`config.mk`:
```
export PLATFORM = sky130hd
export DESIGN_NAME = pwr_switch_seq_flat
export DESIGN_NICKNAME = d
export VERILOG_FILES = /design/src/rtl/pwr_switch_seq_if.sv /design/src/rtl/pwr_switch_seq.sv /design/src/flat_wrapper.sv
export SDC_FILE = /design/constraint.sdc
export NUM_CORES = 1
export LEC_CHECK = 0
export BUFFER_PORTS_ARGS = -buffer_cell sky130_fd_sc_hd__buf_2
export CAP_MARGIN = 30
export CORE_ASPECT_RATIO = 1.75
export CORE_MARGIN = 3
export CORE_UTILIZATION = 55
export CTS_BUF_LIST = sky130_fd_sc_hd__clkbuf_16
export DETAILED_ROUTE_END_ITERATION = 7
export PLACE_DENSITY = 0.77
export SLEW_MARGIN = 20
export SYNTH_ARGS = -nofsm -noshare
export SYNTH_HDL_FRONTEND = slang
export SYNTH_SLANG_ARGS = --single-unit
```
`constraint.sdc`:
```
create_clock -name clk -period 5 [get_ports clk]
set_clock_uncertainty 0.1 [all_clocks]
set_input_delay 1 -clock clk [delete_from_list [all_inputs] [get_ports clk]]
set_output_delay 1 -clock clk [all_outputs]
set_load 0.005 [all_outputs]
```
`src/rtl/pwr_switch_seq_if.sv`:
```
// pwr_switch_seq_if: groups the pmu_fsm handshake and switch-chain signals of pwr_switch_seq.
// master = the sequencer (drives sw_en, pwr_stable, iso_en, seq_busy, error, sw_state).
// slave  = its environment (drives pwr_gate_en from pmu_fsm and sw_ack from the switch cells).
interface pwr_switch_seq_if #(
    parameter int N_SEG = 4
);
    logic             pwr_gate_en;
    logic [N_SEG-1:0] sw_ack;
    logic [N_SEG-1:0] sw_en;
    logic             pwr_stable;
    logic             iso_en;
    logic             seq_busy;
    logic             error;
    logic [2:0]       sw_state;

    modport master (
        input  pwr_gate_en, sw_ack,
        output sw_en, pwr_stable, iso_en, seq_busy, error, sw_state
    );

    modport slave (
        output pwr_gate_en, sw_ack,
        input  sw_en, pwr_stable, iso_en, seq_busy, error, sw_state
    );
endinterface

```
`src/rtl/pwr_switch_seq.sv`:
```
// pwr_switch_seq: ramps N_SEG header-switch segments on/off one at a time and raises pwr_stable for pmu_fsm.
// Latency: sw_en[0] one cycle after pwr_gate_en=0 is seen in OFF; pwr_stable N_SEG*SEG_DELAY cycles after sw_en[0].
// Backpressure: each segment step waits SEG_DELAY cycles and, with acks checked, for the synchronized ack level.
// Ports: clk; reset (asynchronous, active-high); bus (pwr_switch_seq_if.master):
//   in  pwr_gate_en (1 = gate off), sw_ack[N_SEG] (asynchronous switch acks)
//   out sw_en[N_SEG], pwr_stable, iso_en, seq_busy, error, sw_state[3] -- all registered.
// Build option: PSW_ACK_CHECK_EN -- when defined, sw_ack is synchronized (ack_s) and gates every step,
//   and a missing ack after ACK_TIMEOUT cycles latches FAULT; when undefined, steps are purely timed.
module pwr_switch_seq #(
    parameter int N_SEG       = 4,
    parameter int SEG_DELAY   = 8,
    parameter int ACK_TIMEOUT = 64
) (
    input logic               clk,
    input logic               reset,
    pwr_switch_seq_if.master  bus
);
    localparam int SW = $clog2(N_SEG);
    localparam int CW = $clog2(ACK_TIMEOUT);

    localparam logic [SW-1:0]    SEG_LAST = SW'(N_SEG - 1);
    localparam logic [CW-1:0]    DLY_M1   = CW'(SEG_DELAY - 1);
    localparam logic [CW-1:0]    CNT_MAX  = '1;
    localparam logic [N_SEG-1:0] SEG0_ON  = N_SEG'(1);

    typedef enum logic [2:0] {
        S_OFF       = 3'd0,
        S_RAMP_UP   = 3'd1,
        S_ON        = 3'd2,
        S_ISOLATE   = 3'd3,
        S_RAMP_DOWN = 3'd4,
        S_FAULT     = 3'd5
    } state_t;

    state_t           state;
    logic [SW-1:0]    seg;
    logic [CW-1:0]    cnt;
    logic [N_SEG-1:0] sw_en;
    logic             pwr_stable;
    logic             iso_en;
    logic             seq_busy;
    logic             error;

    logic [SW-1:0]    seg_inc;
    logic [SW-1:0]    seg_dec;
    logic             step_up;
    logic             step_dn;
    logic             tmo;

    assign seg_inc = seg + SW'(1);
    assign seg_dec = seg - SW'(1);

`ifdef PSW_ACK_CHECK_EN
    logic [N_SEG-1:0] ack_m;
    logic [N_SEG-1:0] ack_s;

    // Two-flop synchronizer for the asynchronous switch-cell acks.
    always_ff @(posedge clk or posedge reset) begin
        if (reset) begin
            ack_m <= '0;
            ack_s <= '0;
        end else begin
            ack_m <= bus.sw_ack;
            ack_s <= ack_m;
        end
    end

    assign step_up = ack_s[seg] && (cnt >= DLY_M1);
    assign step_dn = !ack_s[seg] && (cnt >= DLY_M1);
    // Timeout fires only while the ack is still at the wrong level for the current direction.
    assign tmo = (cnt == CW'(ACK_TIMEOUT - 1)) &&
                 (((state == S_RAMP_UP) && !ack_s[seg]) ||
                  ((state == S_RAMP_DOWN) && ack_s[seg]));
`else
    logic ack_unused;
    assign ack_unused = ^bus.sw_ack;

    assign step_up = (cnt >= DLY_M1);
    assign step_dn = (cnt >= DLY_M1);
    assign tmo     = 1'b0;
`endif

    always_ff @(posedge clk or posedge reset) begin
        if (reset) begin
            state      <= S_OFF;
            seg        <= '0;
            cnt        <= '0;
            sw_en      <= '0;
            pwr_stable <= 1'b0;
            iso_en     <= 1'b1;
            seq_busy   <= 1'b0;
            error      <= 1'b0;
        end else begin
            // Free-running saturating counter; every step and state entry below clears it.
            if (cnt != CNT_MAX) begin
                cnt <= cnt + CW'(1);
            end

            if (tmo) begin
                state      <= S_FAULT;
                sw_en      <= '0;
                iso_en     <= 1'b1;
                pwr_stable <= 1'b0;
                error      <= 1'b1;
                seq_busy   <= 1'b0;
                cnt        <= '0;
            end else begin
                case (state)
                    S_OFF: begin
                        if (!bus.pwr_gate_en) begin
                            state    <= S_RAMP_UP;
                            seg      <= '0;
                            sw_en    <= SEG0_ON;
                            seq_busy <= 1'b1;
                            cnt      <= '0;
                        end
                    end
                    S_RAMP_UP: begin
                        if (step_up) begin
                            cnt <= '0;
                            if (seg != SEG_LAST) begin
                                seg            <= seg_inc;
                                sw_en[seg_inc] <= 1'b1;
                            end else if (!bus.pwr_gate_en) begin
                                state      <= S_ON;
                                pwr_stable <= 1'b1;
                                iso_en     <= 1'b0;
                                seq_busy   <= 1'b0;
                            end else begin
                                // Gate-off requested mid-ramp: skip ON so pwr_stable never pulses.
                                state <= S_ISOLATE;
                            end
                        end
                    end
                    S_ON: begin
                        if (bus.pwr_gate_en) begin
                            state      <= S_ISOLATE;
                            pwr_stable <= 1'b0;
                            iso_en     <= 1'b1;
                            seq_busy   <= 1'b1;
                            cnt        <= '0;
                        end
                    end
                    S_ISOLATE: begin
                        // Let the clamps settle before the first switch opens.
                        if (cnt == DLY_M1) begin
                            state           <= S_RAMP_DOWN;
                            seg             <= SEG_LAST;
                            sw_en[SEG_LAST] <= 1'b0;
                            cnt             <= '0;
                        end
                    end
                    S_RAMP_DOWN: begin
                        if (step_dn) begin
                            cnt <= '0;
                            if (seg != '0) begin
                                seg            <= seg_dec;
                                sw_en[seg_dec] <= 1'b0;
                            end else begin
                                state    <= S_OFF;
                                seq_busy <= 1'b0;
                            end
                        end
                    end
                    S_FAULT: begin
                        // Sticky until reset.
                        state <= S_FAULT;
                    end
                    default: begin
                        state      <= S_OFF;
                        seg        <= '0;
                        cnt        <= '0;
                        sw_en      <= '0;
                        pwr_stable <= 1'b0;
                        iso_en     <= 1'b1;
                        seq_busy   <= 1'b0;
                    end
                endcase
            end
        end
    end

    assign bus.sw_en      = sw_en;
    assign bus.pwr_stable = pwr_stable;
    assign bus.iso_en     = iso_en;
    assign bus.seq_busy   = seq_busy;
    assign bus.error      = error;
    assign bus.sw_state   = state;
endmodule

```
`src/flat_wrapper.sv`:
```
// flat-port wrapper written by rule: the top's interface ports become plain ports
module pwr_switch_seq_flat 
#(
    parameter int N_SEG       = 4,
    parameter int SEG_DELAY   = 8,
    parameter int ACK_TIMEOUT = 64
)
  (clk, reset, bus_pwr_gate_en, bus_sw_ack, bus_sw_en, bus_pwr_stable, bus_iso_en, bus_seq_busy, bus_error, bus_sw_state);
  pwr_switch_seq_if #(.N_SEG(N_SEG)) bus_i ();
  input logic clk;
  input logic reset;
  input wire logic [$bits(bus_i.pwr_gate_en)-1:0] bus_pwr_gate_en;
  input wire logic [$bits(bus_i.sw_ack)-1:0] bus_sw_ack;
  output wire logic [$bits(bus_i.sw_en)-1:0] bus_sw_en;
  output wire logic [$bits(bus_i.pwr_stable)-1:0] bus_pwr_stable;
  output wire logic [$bits(bus_i.iso_en)-1:0] bus_iso_en;
  output wire logic [$bits(bus_i.seq_busy)-1:0] bus_seq_busy;
  output wire logic [$bits(bus_i.error)-1:0] bus_error;
  output wire logic [$bits(bus_i.sw_state)-1:0] bus_sw_state;
  assign bus_i.pwr_gate_en = bus_pwr_gate_en;
  assign bus_i.sw_ack = bus_sw_ack;
  assign bus_sw_en = bus_i.sw_en;
  assign bus_pwr_stable = bus_i.pwr_stable;
  assign bus_iso_en = bus_i.iso_en;
  assign bus_seq_busy = bus_i.seq_busy;
  assign bus_error = bus_i.error;
  assign bus_sw_state = bus_i.sw_state;
  pwr_switch_seq #(.N_SEG(N_SEG), .SEG_DELAY(SEG_DELAY), .ACK_TIMEOUT(ACK_TIMEOUT)) u_core (.clk(clk), .reset(reset), .bus(bus_i));
endmodule
```
== Word-level counts from Yosys, hierarchy flattened ==
Cells that the tools add are included.
W data, S select, Z words.

* Bits in registers: 18
* Bits in latches: 0
* RAM bits: 0
* Memory bits (read-only): 0
* Bits of input ports: 7
* Memories: 0

* $add $sub $neg: 3
* Multipliers: 0
* Div/mod/pow operators: 0
* Order comparisons: 5
* Eq/ne operators: 18
* Shifts and indexed selects: 0
* Muxes and demuxes: 47
* Bitwise logic cells: 7
* Reductions and logical operators: 14

{| class="wikitable"
|+ Operator list
! operator !! number
|-
| $mux W6 || 5
|-
| $pmux W6 S5 || 1
|-
| $mux W3 || 7
|-
| $mux W4 || 5
|-
| $pmux W3 S6 || 1
|-
| $mux W1 || 14
|-
| $reduce_and A7 Y1 || 2
|-
| $mux W2 || 6
|-
| $ne A2 B2 Y1 const B || 6
|-
| $pmux W3 S4 || 1
|-
| $ne A2 B1 Y1 const B || 5
|-
| $pmux W1 S5 || 2
|-
| $pmux W2 S5 || 1
|-
| $reduce_and A8 Y1 || 1
|-
| $add A6 B1 Y6 const B || 1
|-
| $eq A3 B2 Y1 const B || 2
|-
| $eq A3 B3 Y1 const B || 2
|-
| $eq A6 B3 Y1 const B || 1
|-
| $ge A6 B3 Y1 const B || 1
|-
| $lt A2 B3 Y1 const B || 2
|-
| $ne A6 B6 Y1 const B || 1
|-
| $pmux W1 S3 || 2
|-
| $reduce_and A6 Y1 || 1
|-
| $reduce_or A2 Y1 || 3
|-
| 15 further kinds || 21
|}

== Depth between registers and ports, before layout ==
* Depth after elaboration: 10
* Depth in mapped cells: 6
* Gate-level depth less buffers: 6

== Least setup slack after synthesis ==
OpenSTA, ideal clock, no wires.

* Path type: register -> register
* From: register u_core.cnt[0]
* To: register u_core.seg[0]
* Setup time: 138 ps
* Data arrival time: 1879 ps
* Slack: 2883 ps
* Stages on the path, launching flop included: 7
* Buffers on the path: 1
* Clock period less this slack: 2117 ps
* Path through: dfrtp_1 -> ha_1 -> a2111o_1 -> buf_6 -> a21oi_1 -> a21oi_1 -> or4_1

* Word-level cells in the longest chain between the ends: 3
* Elaborated cells between the ends (all ways): 6

{| class="wikitable"
|+ RTL lines
! item !! RTL line !! RTL
|-
| start: declaration || pwr_switch_seq.sv:37 || <nowiki>logic [CW-1:0] cnt;</nowiki>
|-
| start signal: assignment || pwr_switch_seq.sv:96 || <nowiki>cnt <= cnt + CW'(1);</nowiki>
|-
| $ge A6 B3 Y1 or $eq A6 B3 Y1 (tied branches) || pwr_switch_seq.sv:78, pwr_switch_seq.sv:79, pwr_switch_seq.sv:146 ||
|-
| $ne A2 B1 Y1 (no line) || -- ||
|-
| $reduce_and A7 Y1 (no line) * || -- ||
|-
| end signal: assignment || pwr_switch_seq.sv:122 || <nowiki>seg <= seg_inc;</nowiki>
|-
| end signal: assignment || pwr_switch_seq.sv:157 || <nowiki>seg <= seg_dec;</nowiki>
|-
| end: declaration || pwr_switch_seq.sv:36 || <nowiki>logic [SW-1:0] seg;</nowiki>
|}

Mark *: on every way between the ends. The rest lies on a longest branch, timed or not.
A chain may end at the register's enable or synchronous reset.

== Worst setup path after layout ==
* From: register u_core.seg[0]
* To: register u_core.seg[0]

* Word-level cells in the longest chain between the ends: 4
* Elaborated cells between the ends (all ways): 12

{| class="wikitable"
|+ RTL lines
! item !! RTL line !! RTL
|-
| $sub A2 B1 Y2 or $add A2 B1 Y2 (tied branches) || pwr_switch_seq.sv:51, pwr_switch_seq.sv:50 ||
|-
| $mux W2, on equally long branches || pwr_switch_seq.sv:156, pwr_switch_seq.sv:121 ||
|-
| $mux W2, on equally long branches || pwr_switch_seq.sv:154, pwr_switch_seq.sv:119 ||
|-
| $pmux W2 S5 || pwr_switch_seq.sv:108 || <nowiki>case (state)</nowiki>
|}

Several ways; a longest one is shown, not always the timed one. The select of a mux whose other input is x is not followed.

==> impl_metrics.yaml <==
grt:
  grt_pass1_wl_mm: 5.46
  grt_max_degree: 23
  grt_pass1_vias: 1240
  antenna_found_initial: 0
  track_usage: 0.225
  grt.overflow.total: 0
layout:
  mostFrequentLayoutCell: "dfrtp_1"
  syn_to_final_growth_pct: 8.42
  multi_input_area_sq_um: 783
  nets: 176
  layout.area.seq_sq_um: 452
  n_antenna_cell: 0
  fin_util: 0.651
  final.fill_count: 202
  drive_gt1_frac: 0.119
  final_cell_mix: "dfrtp_1 (17), a21oi_1 (12), buf_2 (12)"
worst_hold_path:
  holdPathStages: 2
  holdPathEnd: "u_core.bus.iso_en"
  hp-start: "u_core.bus.iso_en"
  hp-class: "reg -> reg"
setup_path:
  crit_type: "reg -> reg"
  reg2reg_to: "u_core.seg[0]"
  crit_required_ns: 5.01
  crit_fanout: 7
  worst_setup_path_start_kind: "flop"
  reg2regPathDepth: 6
  worstPathArrival_ns: 2.46
  worst-r2r-setup-slack_ns: 2.56
  r2r-start: "u_core.seg[0]"
  endpoint_kind: "flop"
placed_design:
  hpwl_mm: 2.26
  gp_congestion: 0.887
  io_buffers: 12
clock_network:
  clk_pin_slew_worst_paths_ns: 0.05
  cts_resized: 0
  cts-root-buf: "clkbuf_16"
  cts_made_buffers: 3
  clock-sinks: 18
  cts_hold_buf: 0
  cts_max_level: 1
  worstSkewPairLatency_ns: 0.25
  clockBufferDepth: 2
  cts_setup_buffers: 0
  cts_tree: "yes"
route:
  dr_total_vias: 1230
  finalWirelength_mm: 3.12
  ant_nets: 0
  drc: 0
  first_pass_iters: 4
  detail_route.vias_per_cell: 6.68
  drt_iter0_markers: 51
  wl_per_cell_um: 17.0
logic_synthesis:
  synth-edff-count: 0
  synthCells: 154
  synthArstFlopShare: 1.00
  ys_seq_area_frac: 0.342
  avgSynthCellArea_sq_um: 8.59
  synth_top_area_cell: "dfrtp_1"
  synth-main-ff-cell: "dfrtp_1"
  ys_seq_elements: 18
  synth.area.top_cells: "dfrtp_1 (32%), ha_1 (7.6%), a21oi_1 (4.5%)"
  synth_nets: 169
  netlist_area_sq_um: 1320
  ys_warn_count: 0
  ys_types: 46
  synth.top_cell.area_share: 0.322
timing:
  slew_headroom: 0.495
  period_needed_ns: 2.44
  finalSetupViolCount: 0
  rsz0062_at_grt: "false"
  period_share: 0.489
  fin_hold_ws_ns: 0.421
  final_max_slew_viol_count: 0
  hold_viol: 0
  fmax_ghz: 0.409
  finalSetupTns_ns: 0
  worstMarginPinSlew_ns: 0.748
power:
  leakage_uw: 0.000617
  clock_power_share: 0.207
  p_seq_frac: 0.368
  internal_power_uw: 454
  power_switching_uw: 326
  max-vdd-ir-drop_v: 0.000365
  power_density_nw_per_um2: 544
  sw_frac_of_total: 0.418
  combinationalPowerShare: 0.425
run:
  maxCapViolCount: 0
floorplanning:
  num_io_pins: 18
  rows: 22
  start_util: 0.601
  die_h_um: 70.9
  dieArea_sq_um: 3050
  die_x_um: 43.1
  fp.coreArea_sq_um: 2200
outcome:
  outcome: "finished clean"
-- kinds of logic (layout without fill, tap and decap cells) --
family / after synthesis / in the layout / share of synthesized area
xor+xnor: 3 / 3 / 0.0199
flops: 18 / 18 / 0.342
buf+inv: 18 / 24 / 0.0662
simple gates: 54 / 54 / 0.204
fa+ha+maj: 8 / 8 / 0.0757
compound gates: 49 / 49 / 0.266
other cells: 1 / 1 / 0.00284
mux: 3 / 3 / 0.0237
-- stage by stage --
step / setup WS (ns) / area [sq um] / std cells / total power (uW)
after CTS: 2.57 / 1430 / 184 / 782
final: 2.56 / 1430 / 184 / 781
after global placement: 2.56 / 1360 / 180 / 600
after floorplan: 2.88 / 1320 / 154 / 542
after detailed placement: 2.56 / 1360 / 180 / 616
after global routing: 2.40 / 1430 / 184 / 840
-- state kept, by name (all words and copies together) (netlist names) --
| register | cells |
|---|---|
| u_core.cnt | 6 |
| u_core.bus.sw_en | 4 |
| u_core.bus.sw_state | 3 |
| u_core.seg | 2 |
| u_core.bus.iso_en | 1 |
| u_core.bus.pwr_stable | 1 |
| u_core.bus.seq_busy | 1 |
-- power groups by stage --
stage	combinational [uW]	clock, uW	sequential (uW)
after floorplan	283	0	259
after global placement	317	0	283
after detailed placement	327	0	289
after CTS	331	165	287
after global routing	370	172	298
final	332	161	288
-- synthesized netlist by cell type, types with 3 or more instances --
master,instances
dfrtp_1,17
a21oi_1,12
nand2_1,11
nor2_1,11
nand3_1,10
o21ai_0,9
ha_1,8
nor3_1,8
inv_1,7
a211oi_1,4
clkbuf_1,4
a22oi_1,3
a31oi_1,3
nand2b_1,3
nor4b_1,3
-- worst max path at each step --
stage | cells after the start | start | to | slack (ns)
after floorplan | 6 | u_core.cnt[0] | u_core.seg[0] | 2.88
after global placement | 5 | bus_pwr_gate_en | u_core.bus.sw_en[0] | 2.56
after detailed placement | 5 | bus_pwr_gate_en | u_core.bus.sw_en[0] | 2.56
after CTS | 5 | u_core.cnt[0] | u_core.seg[0] | 2.57
after global routing | 6 | u_core.seg[0] | u_core.seg[0] | 2.40
final | 6 | u_core.seg[0] | u_core.seg[0] | 2.56
-- final cells by class --
cell class,count,area share
clock inverter,1,0.00262
timing repair buffer,12,0.0419
multi-input combinational,118,0.546
tap,24,0.0209
inverter,8,0.0209
sequential,18,0.315
clock buffer,3,0.0524
-- layer usage --
metal | wire length (um) | up-vias | share of wire | global-route usage
li1 | - | 586 | - | -
met1 | 1140 | 593 | 0.37 | 0.248
met2 | 1800 | 47 | 0.58 | 0.416
met3 | 150 | 4 | 0.048 | 0.0280
met4 | 32 | 0 | 0.010 | 0.0940
met5 | 0 | - | 0 | 0
-- worst max-delay path: stages (launching register included) --
cell and delay, ns:
dfrtp_1 0.46, inv_1 0.15, ha_1 0.27, nor3b_1 0.49
a22oi_2 0.23, nor4b_1 0.18, or4_1 0.43
Power figures use the tool's default switching activity.
